`config.mk`:
```
export PLATFORM = sky130hd
export DESIGN_NAME = imem_program_loader
export DESIGN_NICKNAME = d
export VERILOG_FILES = /design/src/rtl/imem_loader_pkg.sv /design/src/rtl/imem_word_packer.sv /design/src/rtl/imem_program_loader.sv
export SDC_FILE = /design/constraint.sdc
export NUM_CORES = 1
export LEC_CHECK = 0
export CAP_MARGIN = 20
export CORE_MARGIN = 2
export CORE_UTILIZATION = 50
export DETAILED_ROUTE_END_ITERATION = 16
export PLACE_DENSITY = 0.73
export SLEW_MARGIN = 40
export SYNTH_ARGS = -nofsm -noshare
export SYNTH_HDL_FRONTEND = slang
export SYNTH_HIERARCHICAL = 1
export SYNTH_SLANG_ARGS = --single-unit
```
`constraint.sdc`:
```
create_clock -name clk -period 3 [get_ports clk]
set_input_delay 0.3 -clock clk [delete_from_list [all_inputs] [get_ports clk]]
set_output_delay 0.3 -clock clk [all_outputs]
set_load 0.005 [all_outputs]
```
`src/rtl/imem_loader_pkg.sv`:
```
// Shared types and constants for the instruction-memory program loader.
// The CHK state is only reachable when IMEM_LOADER_CHECKSUM_EN is defined.
package imem_loader_pkg;

  localparam logic [7:0] SYNC_BYTE_DEF  = 8'hA5;
  localparam int         IMEM_DEPTH     = 4096;
  localparam int         BYTES_PER_WORD = 3;

  typedef enum logic [3:0] {
    S_IDLE,
    S_ADDR_HI,
    S_ADDR_LO,
    S_CNT_HI,
    S_CNT_LO,
    S_W2,
    S_W1,
    S_W0,
    S_WRITE,
    S_CHK,
    S_ERROR
  } state_e;

endpackage

```
`src/rtl/imem_word_packer.sv`:
```
// Assembles three stream bytes (B2, B1, B0) into one DATA_W-bit instruction and
// flags a B2 byte whose bits above the instruction width are non-zero.
module imem_word_packer
  import imem_loader_pkg::*;
#(
  parameter int DATA_W = 19
) (
  input  logic              clk,
  input  logic              rst,
  input  logic              clr_i,
  input  logic              shift_i,
  input  logic [7:0]        byte_i,
  output logic [DATA_W-1:0] word_o,
  output logic              viol_o
);

  localparam logic [7:0] B2_MASK = 8'(8'hFF << (DATA_W - 16));

  logic [15:0] sr_q;
  logic [1:0]  idx_q;

  // word_o already includes the byte being accepted, so the top can latch
  // the finished word on the same edge that takes B0.
  assign word_o = DATA_W'({sr_q, byte_i});
  assign viol_o = (idx_q == 2'd0) && |(byte_i & B2_MASK);

  always_ff @(posedge clk or posedge rst) begin
    if (rst) begin
      sr_q  <= '0;
      idx_q <= '0;
    end else if (clr_i) begin
      idx_q <= '0;
    end else if (shift_i) begin
      sr_q  <= {sr_q[7:0], byte_i};
      idx_q <= (idx_q == 2'(BYTES_PER_WORD - 1)) ? 2'd0 : idx_q + 2'd1;
    end
  end

endmodule

```
`src/rtl/imem_program_loader.sv`:
```
// Framed byte-stream loader for the instruction memory: header parse, 3-byte
// word packing, one write strobe per word. Optional trailing XOR checksum
// byte is enabled by defining IMEM_LOADER_CHECKSUM_EN.
module imem_program_loader
  import imem_loader_pkg::*;
#(
  parameter logic [7:0] SYNC_BYTE = SYNC_BYTE_DEF,
  parameter int         ADDR_W    = 12,
  parameter int         DATA_W    = 19
) (
  input  logic              clk,
  input  logic              rst,
  input  logic [7:0]        in_data,
  input  logic              in_valid,
  output logic              in_ready,
  output logic              wr_en,
  output logic [ADDR_W-1:0] wr_addr,
  output logic [DATA_W-1:0] wr_data,
  output logic              busy,
  output logic              done,
  output logic              error,
  output logic [ADDR_W:0]   words_written
);

  localparam logic [7:0]  ADDR_HI_MASK = 8'(8'hFF << (ADDR_W - 8));
  localparam logic [15:0] MAX_CNT      = 16'(IMEM_DEPTH);

  state_e            state_q, state_d;
  logic              acc, start, fin, wr_go, shift, chk_en;
  logic [7:0]        hi_q;
  logic [15:0]       cnt_in, rem_q;
  logic [ADDR_W-1:0] addr_q, wr_addr_q;
  logic [DATA_W-1:0] wr_data_q, word_nxt;
  logic [ADDR_W:0]   words_q;
  logic              wr_en_q, done_q, b2_viol;
`ifdef IMEM_LOADER_CHECKSUM_EN
  logic [7:0]        chk_q;
`endif

  imem_word_packer #(.DATA_W(DATA_W)) u_packer (
    .clk    (clk),
    .rst    (rst),
    .clr_i  (start),
    .shift_i(shift),
    .byte_i (in_data),
    .word_o (word_nxt),
    .viol_o (b2_viol)
  );

  assign in_ready      = (state_q != S_WRITE);
  assign acc           = in_valid && in_ready;
  assign cnt_in        = {hi_q, in_data};
  assign wr_en         = wr_en_q;
  assign wr_addr       = wr_addr_q;
  assign wr_data       = wr_data_q;
  assign busy          = (state_q != S_IDLE) && (state_q != S_ERROR);
  assign error         = (state_q == S_ERROR);
  assign done          = done_q;
  assign words_written = words_q;

  always_ff @(posedge clk or posedge rst) begin
    if (rst) state_q <= S_IDLE;
    else     state_q <= state_d;
  end

  always_comb begin
    state_d = state_q;
    start   = 1'b0;
    fin     = 1'b0;
    wr_go   = 1'b0;
    shift   = 1'b0;
    chk_en  = 1'b0;
    case (state_q)
      S_IDLE, S_ERROR: begin
        if (acc && in_data == SYNC_BYTE) begin
          state_d = S_ADDR_HI;
          start   = 1'b1;
        end
      end
      S_ADDR_HI: begin
        chk_en = acc;
        if (acc) state_d = |(in_data & ADDR_HI_MASK) ? S_ERROR : S_ADDR_LO;
      end
      S_ADDR_LO: begin
        chk_en = acc;
        if (acc) state_d = S_CNT_HI;
      end
      S_CNT_HI: begin
        chk_en = acc;
        if (acc) state_d = S_CNT_LO;
      end
      S_CNT_LO: begin
        chk_en = acc;
        if (acc) begin
          if (cnt_in == 16'd0) begin
`ifdef IMEM_LOADER_CHECKSUM_EN
            state_d = S_CHK;
`else
            state_d = S_IDLE;
            fin     = 1'b1;
`endif
          end else if (cnt_in > MAX_CNT) begin
            state_d = S_ERROR;
          end else begin
            state_d = S_W2;
          end
        end
      end
      S_W2: begin
        chk_en = acc;
        shift  = acc;
        if (acc) state_d = b2_viol ? S_ERROR : S_W1;
      end
      S_W1: begin
        chk_en = acc;
        shift  = acc;
        if (acc) state_d = S_W0;
      end
      S_W0: begin
        chk_en = acc;
        shift  = acc;
        wr_go  = acc;
        if (acc) state_d = S_WRITE;
      end
      S_WRITE: begin
        if (rem_q > 16'd1) begin
          state_d = S_W2;
        end else begin
`ifdef IMEM_LOADER_CHECKSUM_EN
          state_d = S_CHK;
`else
          state_d = S_IDLE;
          fin     = 1'b1;
`endif
        end
      end
`ifdef IMEM_LOADER_CHECKSUM_EN
      S_CHK: begin
        if (acc) begin
          if (in_data == chk_q) begin
            state_d = S_IDLE;
            fin     = 1'b1;
          end else begin
            state_d = S_ERROR;
          end
        end
      end
`endif
      default: state_d = S_IDLE;
    endcase
  end

  // hi_q is shared: it holds ADDR_HI, then CNT_HI, each consumed one byte later.
  always_ff @(posedge clk or posedge rst) begin
    if (rst) begin
      hi_q      <= '0;
      addr_q    <= '0;
      rem_q     <= '0;
      words_q   <= '0;
      wr_en_q   <= 1'b0;
      wr_addr_q <= '0;
      wr_data_q <= '0;
      done_q    <= 1'b0;
    end else begin
      done_q  <= fin;
      wr_en_q <= wr_go;
      if (start) words_q <= '0;
      if (acc && (state_q == S_ADDR_HI || state_q == S_CNT_HI)) hi_q <= in_data;
      if (acc && state_q == S_ADDR_LO) addr_q <= ADDR_W'({hi_q, in_data});
      if (acc && state_q == S_CNT_LO) rem_q <= cnt_in;
      if (wr_go) begin
        wr_addr_q <= addr_q;
        wr_data_q <= word_nxt;
      end
      if (state_q == S_WRITE) begin
        addr_q  <= addr_q + ADDR_W'(1);
        rem_q   <= rem_q - 16'd1;
        words_q <= words_q + (ADDR_W+1)'(1);
      end
    end
  end

`ifdef IMEM_LOADER_CHECKSUM_EN
  always_ff @(posedge clk or posedge rst) begin
    if (rst)         chk_q <= '0;
    else if (start)  chk_q <= '0;
    else if (chk_en) chk_q <= chk_q ^ in_data;
  end
`endif

endmodule

```
Word-level counts from Yosys, hierarchy flattened
Cells that the tools add are included.
W data, S select, Z words.
- flip-flop bits (word level): 99
- input bits: 11
- output and inout bits: 49
- logic and storage cells: 92
- add/sub/neg operators: 4
- order comparisons: 2
- equality and inequality tests: 21
- mux-type cells: 31
- bitwise logic cells: 1
- reduce and logical (&&, ||, !) cells: 22
- operators by type and width (operator ; count):
    $mux W4 ; 12
    $pmux W4 S9 ; 1
    $mux W16 ; 2
    $mux W13 ; 2
    $mux W12 ; 2
    $eq A4 B3 Y1 const B ; 4
    $gt A16 B1 Y1 const B ; 1
    $gt A16 B13 Y1 const B ; 1
    $logic_not A16 Y1 ; 1
    $ne A2 B2 Y1 const B ; 8
    $sub A16 B1 Y16 const B ; 1
    $add A13 B1 Y13 const B ; 1
    $add A12 B1 Y12 const B ; 1
    $eq A4 B2 Y1 const B ; 2
    $eq A4 B4 Y1 const B ; 2
    $eq A8 B8 Y1 const B ; 1
    $ne A4 B4 Y1 const B ; 2
    $reduce_and A8 Y1 ; 1
    $reduce_bool A2 Y1 ; 4
    $logic_and A1 B1 Y1 ; 7
    $mux W1 ; 7
    $mux W2 ; 3
    $reduce_or A5 Y1 ; 1
    $eq A4 B1 Y1 const B ; 1
    other kinds (13) ; 13

Depth between registers and ports, before layout
Gate-level depths: netlist of the first run.
- depth after elaboration: 7
- mapped depth: 8
- depth with buffers taken out: 6

Cells and area by module
Netlist of the first run, hierarchy kept.
- by module, submodules not included (module ; times used ; cells an instance ; area an instance (um^2) ; seq. area each (um^2)):
    imem_program_loader ; 1 ; 420 ; 4372.9 ; 2152.1
    imem_word_packer ; 1 ; 44 ; 639.4 ; 325.3

Worst setup path before layout of the first run
OpenSTA, ideal clock, no wires.
- path kind: register -> register
- start: register state_q[0]
- end: register u_packer.sr_q[0]
- setup time: 0.125 ns
- arrival time: 2.091 ns
- data required time: 2.875 ns
- slack: 0.784 ns
- cell stages (with the launch flop): 9
- path buffers: 2
- period minus slack after synthesis: 2.216 ns
- cell sequence: dfrtp_1 > or2_2 > buf_2 > nor3_4 > clkinv_1 > nor2_1 > nor2b_4 > buf_12 > mux2_4
- longest elaborated chain between the ends: 7
- elaborated cells on any way between the ends: 15
- classes of those cells: eq/ne (5); mux (3); bitwise (1); reduce/logical (6)
- ends and longest elaborated chain (what ; RTL line ; RTL):
    from (decl) ; imem_program_loader.sv:28 ; state_e state_q, state_d;
    from (signal assigned) ; imem_program_loader.sv:63 ; else state_q <= state_d;
    $ne A4 B4 Y1 ; imem_program_loader.sv:50 ; assign in_ready = (state_q != S_WRITE);
    $logic_and A1 B1 Y1 ; imem_program_loader.sv:51 ; assign acc = in_valid && in_ready;
    $logic_and A1 B1 Y1 ; imem_program_loader.sv:75 ; if (acc && in_data == SYNC_BYTE) begin
    $mux W1 ; imem_program_loader.sv:75 ;
    $mux W1 (*) ; imem_program_loader.sv:73 ; case (state_q)
    named net start ; imem_program_loader.sv:29 ; logic acc, start, fin, wr_go, shift, chk_en;
    $not A1 Y1 (no line) (*) ; -- ;
    $reduce_and A2 Y1 (no line) (*) ; -- ;
    to (signal assigned) ; imem_word_packer.sv:34 ; sr_q <= {sr_q[7:0], byte_i};
    to (decl) ; imem_word_packer.sv:19 ; logic [15:0] sr_q;
The timed path passes the listed nets; every way through them passes the cells marked *.
A chain may end at the register's enable or synchronous reset.

Final worst setup path of the first run
- start: register state_q[2]
- end: output busy
- longest elaborated chain between the ends: 2
- elaborated cells on any way between the ends: 3
- classes of those cells: eq/ne (1); reduce/logical (2)
- ends and longest elaborated chain (what ; RTL line ; RTL):
    $ne A4 B4 Y1 or $reduce_bool A4 Y1 (tied branches) ; imem_program_loader.sv:56 ; assign busy = (state_q != S_IDLE) && (state_q != S_ERROR);
    $logic_and A1 B1 Y1 (*) ; imem_program_loader.sv:56 ;
    to (decl) ; imem_program_loader.sv:19 ; output logic busy,
Mark *: on every way between the ends. The rest lies on a longest branch, timed or not.

==> summary.txt, run 1 <==
total core area - 0.00977 mm^2
run status - complete, no violations
number of rows in the core area - 36
chip width - 104 um
Setup Crit Path Kind - reg2out
top layer used by detailed routing - met4
number of instances in the placed design - 639
YS warnings - 6
final net count - 532
final slew viol count - 0
maxcap violations - 0
Setup WS pre-CTS - 0.496 ns
CTS tree - yes
wire length on met1 - 5560 um
largest cells by area after synthesis - sky130_fd_sc_hd__dfrtp_1 49%, sky130_fd_sc_hd__mux2_2 9.0%, sky130_fd_sc_hd__mux2_4 3.0%, sky130_fd_sc_hd__nor2_1 2.8%, sky130_fd_sc_hd__a21oi_1 2.7%
power per standard cell area - 765 mW/mm^2
netlist area before placement - 0.00501 mm^2
share of Yosys cell area claimed by the top area cell type - 0.494
drt pass-1 iters - 4
maximum VDD drop - 376 uV
number of cells produced by synthesis - 464
worst min-delay path category - in2async
startpoint type of the worst setup path - flip-flop
number of sinks on the clock net - 99
worst path arrival time - 2.39 ns
final routed DRC violation total - 0
HPWL Detailed - 8580 um
number of antenna violations at the first check in global routing - 0
RSZ-0062 raised after global routing - false
total of hold buffers inserted after clock tree synthesis - 0
GRT overflow - 0
CP top delay family - buffers and inverters
layout overhead on the synthesized area - 18.0%
source-to-sink clock delay at the later pin of the worst-skew pair - 0.38 ns
kind of end point of the critical path - output pin
number of synthesized flops with an enable pin - 0
starting density of the core - 0.513
fin worst setup slack - 0.307 ns
average cell area after synthesis - 10.8 um^2
H-tree levels - 3
Cell Chain, Critical Path - or2_2 -> nor3_4 -> clkinv_1 -> clkdlybuf4s50_1
number of top-level pins - 60
cell accounting for the most synthesized area - sky130_fd_sc_hd__dfrtp_1
Peak Freq - 0.371 GHz
remaining max-slew budget at the tightest pin - 0.486
metal2 WL - 5760 um
post-route minimum period - 2.69 ns
fraction of layout instances using a drive strength above 1 - 0.190
total met3 wirelength after detailed routing - 541 um
total detailed-routing wirelength - 12200 um
Mapped Nets - 479
actual transition at the worst max-transition pin - 0.763 ns
Max FO, Critical Path - 11
wire length of the first global-routing pass - 20300 um
most frequent cell after synthesis - sky130_fd_sc_hd__dfrtp_1
period utilisation layout - 0.898
CTS max path bufs - 2
power after layout - 4.52 mW
IO Port Bufs - 59
setup repair bufs after CTS - 0
Resized Gates After CTS - 0
antenna fix cells - 0
Routed WL per cell - 18.6 um
maximum cell stage delay along the critical path - 0.53 ns
violation count after the first detailed-routing iteration - 214
placer congestion estimate - 0.971
clock-pin slew of the registers on the worst-case setup and hold paths - 0.10 ns
Die Outline Area - 0.0108 mm^2
total number of vias - 3994
number of routed nets with antenna violations - 0
root buf cell - sky130_fd_sc_hd__clkbuf_8
die outline height - 104 um
slowest CP cell - sky130_fd_sc_hd__clkdlybuf4s50_1
post-route non-filler standard cell count - 655
worst path required time - 2.70 ns
number of register bits inferred by synthesis - 99
CP Buf/Inv Count - 2
total negative slack for setup checks - 0 ns
most frequent cells after synthesis - 99 x sky130_fd_sc_hd__dfrtp_1, 40 x sky130_fd_sc_hd__mux2_2, 38 x sky130_fd_sc_hd__nor2_1
Overall Global Routing Usage - 0.232
via count of the first global-routing pass - 3964
number of endpoints failing setup at the final stage - 0
largest net degree at the start of global routing - 46
sequential area share after synthesis - 0.494
number of buffers inserted during clock tree synthesis - 9
post-synth cell types - 62
Static Leakage - 2.46 nW
share of async-settable or async-resettable flops after synthesis - 1.00
Via density - 6.10
dominant synthesized flop cell - sky130_fd_sc_hd__dfrtp_1
count of endpoints failing hold in the final timing report - 0
Layout Skew - 0.0103 ns
==> final cells by class <==
cell class,count,area [um^2]
fillers,846,3860
flip-flops and latches,99,2480
multi-input cells,321,2300
repair buffers,71,681
well taps,133,166
clock buffers,9,124
clock inverters,7,98.8
inverters,15,61.3
==> cell families (layout without fill, tap and decap cells) <==
group	Yosys count	count (layout)	synth area share
adder cells (fa/ha/maj)	4	4	0.00999
AND/OR/NAND/NOR	155	155	0.175
AO/OA/AOI/OAI	103	103	0.137
flip-flops	99	99	0.494
XOR/XNOR	1	1	0.00175
multiplexers	58	58	0.136
buffers and inverters	44	102	0.0464
==> flip-flops by register name (all words and copies together), names as in the netlist <==
signal and count:
addr_q 12, done 1, hi_q 8, rem_q 16
state_q 4, u_packer/idx_q 2, u_packer/sr_q 11, words_written 13
wr_addr 12, wr_data 19, wr_en 1
==> layout by cell type (no fill, tap or decap), drive strengths merged, types with 12 or more instances in the layout <==
cell type / synthesis / final
mux2: 50 / 50
inv: 14 / 16
dfrtp: 99 / 99
nor2: 38 / 38
nand2: 25 / 25
clkdlybuf4s50: 0 / 59
nand3: 15 / 15
buf: 19 / 12
a21oi: 27 / 27
o21ai: 26 / 26
nor3: 20 / 20
==> power breakdown <==
part | switching (mW) | leakage (nW) | internal (mW)
sequential | 0.512 | 1.22 | 1.80
clock | 0.494 | 0.110 | 0.476
combinational | 0.526 | 1.13 | 0.710
==> routing by layer <==
layer  up-vias  GRT usage
met2       133      0.364
met5         -          0
met1      1998      0.314
met4         0      0.103
met3        26     0.0426
li1       1837          -
==> metrics by stage <==
stage | area, um^2 | hold WS (ns) | util
floorplan | 5010 | 0.177 | -
global placement | 5690 | 0.456 | 0.582
detailed placement | 5690 | 0.483 | 0.582
CTS | 5910 | 0.291 | 0.605
global route | 5910 | 0.368 | 0.605
finish | 5910 | 0.321 | 0.605
==> worst register-to-register path, delay by kind of cell, from the launching register on <==
| kind | cells | cell delay [ns] |
|---|---|---|
| AND/OR/NAND/NOR | 4 | 1.31 |
| buffers and inverters | 1 | 0.28 |
| flip-flops | 1 | 0.51 |
| multiplexers | 1 | 0.34 |
==> worst paths after layout <==
path                       cells after the start                end  slack (ns)         startpoint
max                                            4               busy        0.31         state_q[2]
min                                            2  u_packer/idx_q[0]        0.32                rst
max reg2reg                                    6   u_packer/sr_q[3]        0.47         state_q[2]
min reg2reg                                    1  words_written[12]        0.49  words_written[12]
max in group asynchronous                      3        wr_data[10]        2.00                rst
min in group clk                               1  words_written[12]        0.49  words_written[12]
No activity file was read; power rests on OpenSTA's default activity.
==> run 2, diff against run 1 <==
--- a/config.mk
+++ b/config.mk
@@ -6,10 +6,12 @@
 export NUM_CORES = 1
 export LEC_CHECK = 0
 export CAP_MARGIN = 20
+export CELL_PAD_IN_SITES_DETAIL_PLACEMENT = 0
+export CELL_PAD_IN_SITES_GLOBAL_PLACEMENT = 2
 export CORE_MARGIN = 2
-export CORE_UTILIZATION = 50
+export CORE_UTILIZATION = 39
 export DETAILED_ROUTE_END_ITERATION = 16
-export PLACE_DENSITY = 0.73
+export PLACE_DENSITY = 0.84
 export SLEW_MARGIN = 40
 export SYNTH_ARGS = -nofsm -noshare
 export SYNTH_HDL_FRONTEND = slang
==> constraint.sdc (replaced) <==
create_clock -name clk -period 3.15 [get_ports clk]
set_input_delay 0.315 -clock clk [delete_from_list [all_inputs] [get_ports clk]]
set_output_delay 0.315 -clock clk [all_outputs]
set_load 0.005 [all_outputs]
==> run 2 against run 1 <==
Effect of this change:
- via count is 5.4% lower
- sequential share of layout area is 0.81 points lower
- non-clock buffer count is 3 lower
- critical endpoint unchanged
==> summary.txt, run 2 (synthesized netlist as in run 1, its figures left out) <==
run status - complete, no violations
maximum VDD drop - 289 uV
startpoint type of the worst setup path - flip-flop
post-route minimum period - 2.71 ns
setup repair bufs after CTS - 0
die outline height - 117 um
Setup Crit Path Kind - reg2out
H-tree levels - 3
root buf cell - sky130_fd_sc_hd__clkbuf_16
clock-pin slew of the registers on the worst-case setup and hold paths - 0.07 ns
Cell Chain, Critical Path - or2_2 -> nor3_4 -> clkinv_1 -> clkdlybuf4s50_1
flip-flop count of the largest register, all copies and words added - 19
number of routed nets with antenna violations - 0
worst path arrival time - 2.39 ns
final net count - 529
worst min-delay path category - in2async
power per standard cell area - 742 mW/mm^2
final routed DRC violation total - 0
most common cell after layout, fill and taps aside - sky130_fd_sc_hd__dfrtp_1
worst path required time - 2.83 ns
Resized Gates After CTS - 0
layout overhead on the synthesized area - 20.3%
commonest non-fill, non-tap cells in the layout - 99 x sky130_fd_sc_hd__dfrtp_1, 59 x sky130_fd_sc_hd__clkdlybuf4s50_1, 40 x sky130_fd_sc_hd__mux2_2
total number of vias - 3780
HPWL Detailed - 8930 um
number of sinks on the clock net - 99
count of endpoints failing hold in the final timing report - 0
total negative slack for setup checks - 0 ns
period utilisation layout - 0.859
final slew viol count - 0
placer congestion estimate - 0.861
CTS max path bufs - 2
maximum cell stage delay along the critical path - 0.54 ns
power after layout - 4.47 mW
number of instances in the placed design - 675
post-route non-filler standard cell count - 691
number of top-level pins - 60
number of rows in the core area - 41
actual transition at the worst max-transition pin - 0.768 ns
starting density of the core - 0.399
source-to-sink clock delay at the later pin of the worst-skew pair - 0.35 ns
total of hold buffers inserted after clock tree synthesis - 0
maxcap violations - 0
Static Leakage - 2.48 nW
GRT overflow - 0
IO Port Bufs - 59
Max FO, Critical Path - 11
total detailed-routing wirelength - 12700 um
chip width - 117 um
slowest CP cell - sky130_fd_sc_hd__clkdlybuf4s50_1
RSZ-0062 raised after global routing - false
violation count after the first detailed-routing iteration - 303
Die Outline Area - 0.0138 mm^2
kind of end point of the critical path - output pin
antenna fix cells - 0
Via density - 5.47
fraction of layout instances using a drive strength above 1 - 0.187
wire length of the first global-routing pass - 21000 um
Overall Global Routing Usage - 0.191
Final Cell Area - 0.00603 mm^2
via count of the first global-routing pass - 3763
Peak Freq - 0.369 GHz
total core area - 0.0126 mm^2
number of buffers inserted during clock tree synthesis - 9
number of antenna violations at the first check in global routing - 0
CTS tree - yes
Layout Skew - 0.00837 ns
cell area after placement - 0.00573 mm^2
drt pass-1 iters - 4
remaining max-slew budget at the tightest pin - 0.484
number of endpoints failing setup at the final stage - 0
largest net degree at the start of global routing - 55
Routed WL per cell - 18.4 um
[run 2: area by class of cell]
cell class / count / area [um^2]
timing repair buffer: 68 / 671
multi-input combinational: 321 / 2320
inverter: 15 / 60.1
fill: 1180 / 6540
sequential: 99 / 2480
clock buffer: 12 / 256
clock inverter: 4 / 33.8
tap: 172 / 215
[run 2: path summary, 6_finish.rpt]
| path | startpoint | to | slack, ns | depth (start not counted) |
|---|---|---|---|---|
| setup / recovery | state_q[2] | busy | 0.44 | 4 |
| hold / removal | rst | u_packer/idx_q[1] | 0.35 | 2 |
| setup reg to reg | state_q[2] | u_packer/sr_q[2] | 0.62 | 6 |
| min in group clk | words_written[12] | words_written[12] | 0.47 | 1 |
| hold reg to reg | words_written[12] | words_written[12] | 0.47 | 1 |
| max in group asynchronous | rst | rem_q[6] | 2.09 | 3 |
[run 2: where the power goes]
part	switching [mW]	internal, mW	total, mW	leakage (nW)
logic	0.489	0.673	1.16	1.12
clock network	0.492	0.587	1.08	0.145
registers	0.513	1.72	2.23	1.22
[run 2: per-stage QoR]
step	hold slack (ns)	setup slack [ns]	utilization
5_1_grt	0.406	0.323	0.480
2_1_floorplan	0.192	0.613	-
6_report	0.351	0.443	0.480
3_3_place_gp	0.460	0.689	0.456
3_5_place_dp	0.469	0.650	0.456
4_1_cts	0.354	0.454	0.479
[run 2: worst max-delay path: cells and delay by family, from the launching register on]
kind                   cells  cell delay [ns]
AND/OR/NAND/NOR            2             0.70
buffers and inverters      2             0.84
flip-flops                 1             0.50
[run 2: layer usage]
layer	wire length, um	GRT usage	share of wire	vias up
met5	0	0	0	-
met4	163	0.0633	0.013	0
met3	451	0.0268	0.035	11
met2	6000	0.292	0.47	70
met1	6130	0.281	0.48	1882
li1	-	-	-	1817
